<file path="src/rtl/mem_port_arbiter.sv">
// mem_port_arbiter
// Serialises CPU and DMA/loader accesses onto the single memory port of the
// multicycle CPU. Each access holds the memory command for MEM_LAT cycles,
// then returns a one-cycle ack to its owner.
//
// state | meaning
// IDLE  | sample requests, pick owner, latch its command
// BUSY  | strobe held for MEM_LAT cycles, cnt counts down to zero
// ACK   | one-cycle ack to owner, requests ignored
module mem_port_arbiter #(
  parameter int AW           = 32,
  parameter int DW           = 32,
  parameter int MEM_LAT      = 2,
  parameter int CPU_PRIORITY = 0
) (
  input  logic          clk,
  input  logic          reset,
  input  logic          cpu_req,
  input  logic          cpu_we,
  input  logic [AW-1:0] cpu_addr,
  input  logic [DW-1:0] cpu_wdata,
  output logic          cpu_ack,
  input  logic          dma_req,
  input  logic          dma_we,
  input  logic [AW-1:0] dma_addr,
  input  logic [DW-1:0] dma_wdata,
  output logic          dma_ack,
  output logic [DW-1:0] rdata,
  output logic [AW-1:0] mem_addr,
  output logic [DW-1:0] mem_wdata,
  output logic          mem_read,
  output logic          mem_write,
  input  logic [DW-1:0] mem_rdata,
  output logic          busy,
  output logic          grant_dma
);

  localparam int CW = (MEM_LAT > 1) ? $clog2(MEM_LAT) : 1;
  localparam logic [CW-1:0] CNT_LOAD = CW'(MEM_LAT - 1);

  typedef enum logic [1:0] {IDLE, BUSY, ACK} state_t;

  state_t        state;
  logic [CW-1:0] cnt;
  logic          we_q;
  logic          sel_dma;
  logic          sel_we;

  // Owner for the current IDLE sample: a lone requester wins; on contention
  // either the CPU (fixed priority) or whoever did not own the last access.
  always_comb begin
    sel_dma = dma_req;
    if (cpu_req && dma_req) begin
      sel_dma = (CPU_PRIORITY != 0) ? 1'b0 : ~grant_dma;
    end
    sel_we = sel_dma ? dma_we : cpu_we;
  end

  // Arbiter FSM; every output is a register so the memory sees glitch-free strobes.
  always_ff @(posedge clk or posedge reset) begin
    if (reset) begin
      state     <= IDLE;
      cnt       <= '0;
      we_q      <= 1'b0;
      cpu_ack   <= 1'b0;
      dma_ack   <= 1'b0;
      rdata     <= '0;
      mem_addr  <= '0;
      mem_wdata <= '0;
      mem_read  <= 1'b0;
      mem_write <= 1'b0;
      busy      <= 1'b0;
      grant_dma <= 1'b1;
    end else begin
      case (state)
        IDLE: begin
          if (cpu_req || dma_req) begin
            grant_dma <= sel_dma;
            we_q      <= sel_we;
            mem_addr  <= sel_dma ? dma_addr : cpu_addr;
            mem_wdata <= sel_dma ? dma_wdata : cpu_wdata;
            mem_read  <= ~sel_we;
            mem_write <= sel_we;
            cnt       <= CNT_LOAD;
            busy      <= 1'b1;
            state     <= BUSY;
          end
        end
        BUSY: begin
          if (cnt == '0) begin
            if (!we_q) begin
              rdata <= mem_rdata;
            end
            mem_read  <= 1'b0;
            mem_write <= 1'b0;
            cpu_ack   <= ~grant_dma;
            dma_ack   <= grant_dma;
            state     <= ACK;
          end else begin
            cnt <= cnt - CW'(1);
          end
        end
        ACK: begin
          cpu_ack <= 1'b0;
          dma_ack <= 1'b0;
          busy    <= 1'b0;
          state   <= IDLE;
        end
        default: begin
          cpu_ack   <= 1'b0;
          dma_ack   <= 1'b0;
          mem_read  <= 1'b0;
          mem_write <= 1'b0;
          busy      <= 1'b0;
          state     <= IDLE;
        end
      endcase
    end
  end

endmodule

</file>
<file path="config.mk">
export PLATFORM = sky130hd
export DESIGN_NAME = mem_port_arbiter
export DESIGN_NICKNAME = d
export VERILOG_FILES = /design/src/rtl/mem_port_arbiter.sv
export SDC_FILE = /design/constraint.sdc
export NUM_CORES = 1
export LEC_CHECK = 0
export CELL_PAD_IN_SITES_DETAIL_PLACEMENT = 2
export CELL_PAD_IN_SITES_GLOBAL_PLACEMENT = 2
export CORE_MARGIN = 2
export CORE_UTILIZATION = 27
export DETAILED_ROUTE_END_ITERATION = 7
export GPL_TIMING_DRIVEN = 1
export PLACE_DENSITY = 0.91
export SKIP_LAST_GASP = 1
export SYNTH_ARGS = -nofsm -noshare
export SYNTH_HDL_FRONTEND = slang
export SYNTH_SLANG_ARGS = --single-unit
</file>
<file path="constraint.sdc">
create_clock -name clk -period 10.1 [get_ports clk]
set_input_delay 2.02 -clock clk [delete_from_list [all_inputs] [get_ports clk]]
set_output_delay 2.02 -clock clk [all_outputs]
set_load 0.05 [all_outputs]
</file>
==> flow_summary.ini <==
[clock_tree]
tritoncts = built
clock_pin_slew_reported_for_the_worst_setup_and_hold_paths_after_clock_tree_synthesis_ns = 0.07
cts_root_buffer = clkbuf_16
clockBufferDepth = 2
clock_tree.htree_level_count = 3
clkLatencyLatePin_ns = 0.35
numCtsBuffers = 9
clkSinkCount = 106
ctsResizeCount = 0
cts.repair_timing.setup_buffer_count = 0
cts-hold-fix-buffers = 0

[drt]
post_drt_via_cell_ratio = 4.450
drt_first_pass_iters = 4
drt-wirelength-per-cell_um = 19.79
via_count = 3640
drt_first_iter_violations = 56
ant_nets = 0
drc_errors = 0
detail_route.wirelength_um = 16190

[layout]
layout.cells.most_common = clkdlybuf4s50_1
n_antenna_cell = 0
drive_above_1_share_pct = 31.34
area_growth_pct = 62.04
final_cell_mix = clkdlybuf4s50_1 (267), dfrtp_1 (105), mux2_4 (80)
fillCellCount = 1806
finish.net_count = 745

[timing]
setup_tns_ns = 0
min_tclk_post_route_ns = 4.049
grt_setup_unrepaired = false
post-route-period-util_pct = 40.09
hold_viol = 0
layout_setup_ws_ns = 6.051
setup-violations-final = 0
max_freq_mhz = 247.0
timing_max_transition_violations_final = 0
worst_slew_margin_rel_pct = 35.55
worst-slew-pin-transition_ns = 0.9667
clock-skew-final_ns = 0.007583

[setup_path]
timing.rr.end = mem_addr[30]
ff2ff_path_depth = 4
critical-path-max-stage-delay_ns = 0.77
criticalPathCategory = primary input to flip-flop
startpoint_type = primary input
critPathMaxFanout = 55
end_kind = flip-flop
crit_path_start = cpu_req
cp_data_required_time_ns = 10.34
reg2reg_setup_slack_ns = 7.65
cpMaxStageDelayCell = buf_4
timing.critical_path.max_delay_family = buffers and inverters
cp_num_buf_inv = 2
timing.critical_path.cells = clkdlybuf4s50_1 -> a21bo_4 -> buf_4 -> mux2_2 -> mux2_2
arrival_ns = 4.29
timing.rr.start = grant_dma
crit_top_cell = mux2_2

[worst_hold_path]
hold_crit_start = rdata[31]
worstHoldEndpoint = rdata[31]
min_delay_path_depth = 1
timing.hold.worst.class = flip-flop to flip-flop

[synth]
synth_cell_type_count = 19
post_synthesis_register_bit_count = 106
ys_seq_area_share_pct = 52.22
post_synth_main_area_contributors = dfrtp_1 (52%), mux2_4 (24%), mux2_2 (18%), mux2i_1 (1.2%), buf_6 (1.1%)
synthesis.area_per_instance_um2 = 16.24
postSynth.topFlopCell = dfrtp_1
cell_taking_the_most_area_after_synthesis = dfrtp_1
post_synth_instance_area_mm2 = 0.005082
synth_top_area_share_pct = 51.70
mappedNetlistNets = 479
number_of_enable_type_register_cells_in_the_synthesized_netlist = 0
netlist_instances = 313
yosysWarningCount = 0
asyncSetResetFlopFracSynth_pct = 100.0

[global_routing]
first_pass_grt_wire_length_um = 25290
track_usage_pct = 16.60
grt_pass1_vias = 4356
grt_remaining_overflow = 0
grt_antenna_before_repair = 0
grt_max_degree = 59

[die]
core.rowCount = 50
initial_utilization_pct = 27.35
die_w_um = 141.2
floorplan.die.height_um = 141.2
floorplan.die_area_mm2 = 0.01994
placeableCoreArea_mm2 = 0.01858
pin_count = 268

[placement]
place_worst_setup_slack_ns = 5.646
placement.io_buffers = 267
place.detailed.hpwl_um = 12660
gp_routability_congestion = 0.7120

[power_and_ir_drop]
power_per_cell_area_mw_per_mm2 = 362.8
cellLeakagePower_uw = 0.003519
max-vdd-ir-drop_uv = 128.7

[job]
timing.max_cap.violations = 0

[status]
outcome = finished clean
==> synthesized netlist by cell type (2+ instances only) <==
| library cell | number |
|---|---|
| mux2_1 | 2 |
| mux2_2 | 79 |
| buf_4 | 7 |
| o21a_1 | 2 |
| o21ai_0 | 3 |
| buf_2 | 5 |
| buf_6 | 5 |
| inv_1 | 6 |
| nand2b_1 | 2 |
| mux2i_1 | 6 |
| dfrtp_1 | 105 |
| nor2_1 | 5 |
| mux2_4 | 80 |
==> sequential cells by signal, indices dropped and copies added (netlist names) <==
signal	cells
mem_wdata	32
cnt	1
busy	1
we_q	1
mem_addr	32
dma_ack	1
mem_read	1
state	2
cpu_ack	1
mem_write	1
grant_dma	1
rdata	32
==> where the power goes <==
part / switching (µW) / internal (µW) / total, µW / leakage (µW)
clock network: 157 / 167 / 323 / 0.000129
registers: 143 / 648 / 791 / 0.00125
logic: 1100 / 776 / 1870 / 0.00214
total: 1400 / 1590 / 2990 / 0.00352
==> per-layer routing <==
metal / part of all wire [%] / vias to the layer above / GRT usage, %
met4: 1.8 / 0 / 4.842
li1: - / 1635 / -
met1: 38 / 1808 / 18.18
met2: 53 / 180 / 30.66
met3: 7.8 / 17 / 5.231
met5: 0 / - / 0
==> worst register-to-register path: stages (launching register included) <==
cell and delay [ns]:
dfstp_2 0.58, a21bo_4 0.25, buf_4 0.77, mux2_2 0.47
mux2_2 0.27
==> final cells by class <==
class | count | area (µm²) | share of cell area (%)
clock buffer | 11 | 232.7 | 2.826
clock inverter | 5 | 31.28 | 0.3798
inverter | 6 | 25.02 | 0.3039
sequential | 106 | 2654 | 32.22
timing repair buffer | 272 | 2710 | 32.91
multi-input combinational | 184 | 2290 | 27.80
tap | 234 | 292.8 | 3.555
==> logic make-up after synthesis <==
kind of cell	Yosys count	share of synthesized area [%]
muxes	167	42.76
DFF	106	52.22
AOI/OAI and AO/OA	6	0.7876
and+or+nand+nor	11	1.157
buffers and inverters	23	3.077
==> worst max-delay path by stage <==
stage | slack, ns | end | depth (start not counted)
final | 6.05 | mem_addr[30] | 5
after global routing | 5.95 | mem_addr[30] | 5
after CTS | 6.04 | mem_addr[29] | 5
after detailed placement | 5.65 | mem_addr[30] | 5
after global placement | 5.75 | mem_addr[29] | 5
after floorplan | 5.29 | busy | 1
==> stage by stage <==
step / total power [µW] / util [%] / cells / cell area (µm²) / hold WS (ns)
floorplan: 2045 / - / 313 / 5082 / 0.4888
global placement: 2621 / 42.90 / 802 / 7971 / 0.4725
detailed placement: 2693 / 42.90 / 802 / 7971 / 0.4961
CTS: 3033 / 44.32 / 818 / 8235 / 0.5146
global route: 3135 / 44.32 / 818 / 8235 / 0.5360
finish: 2988 / 44.32 / 818 / 8235 / 0.5024
(Power assumes the default switching activity.)
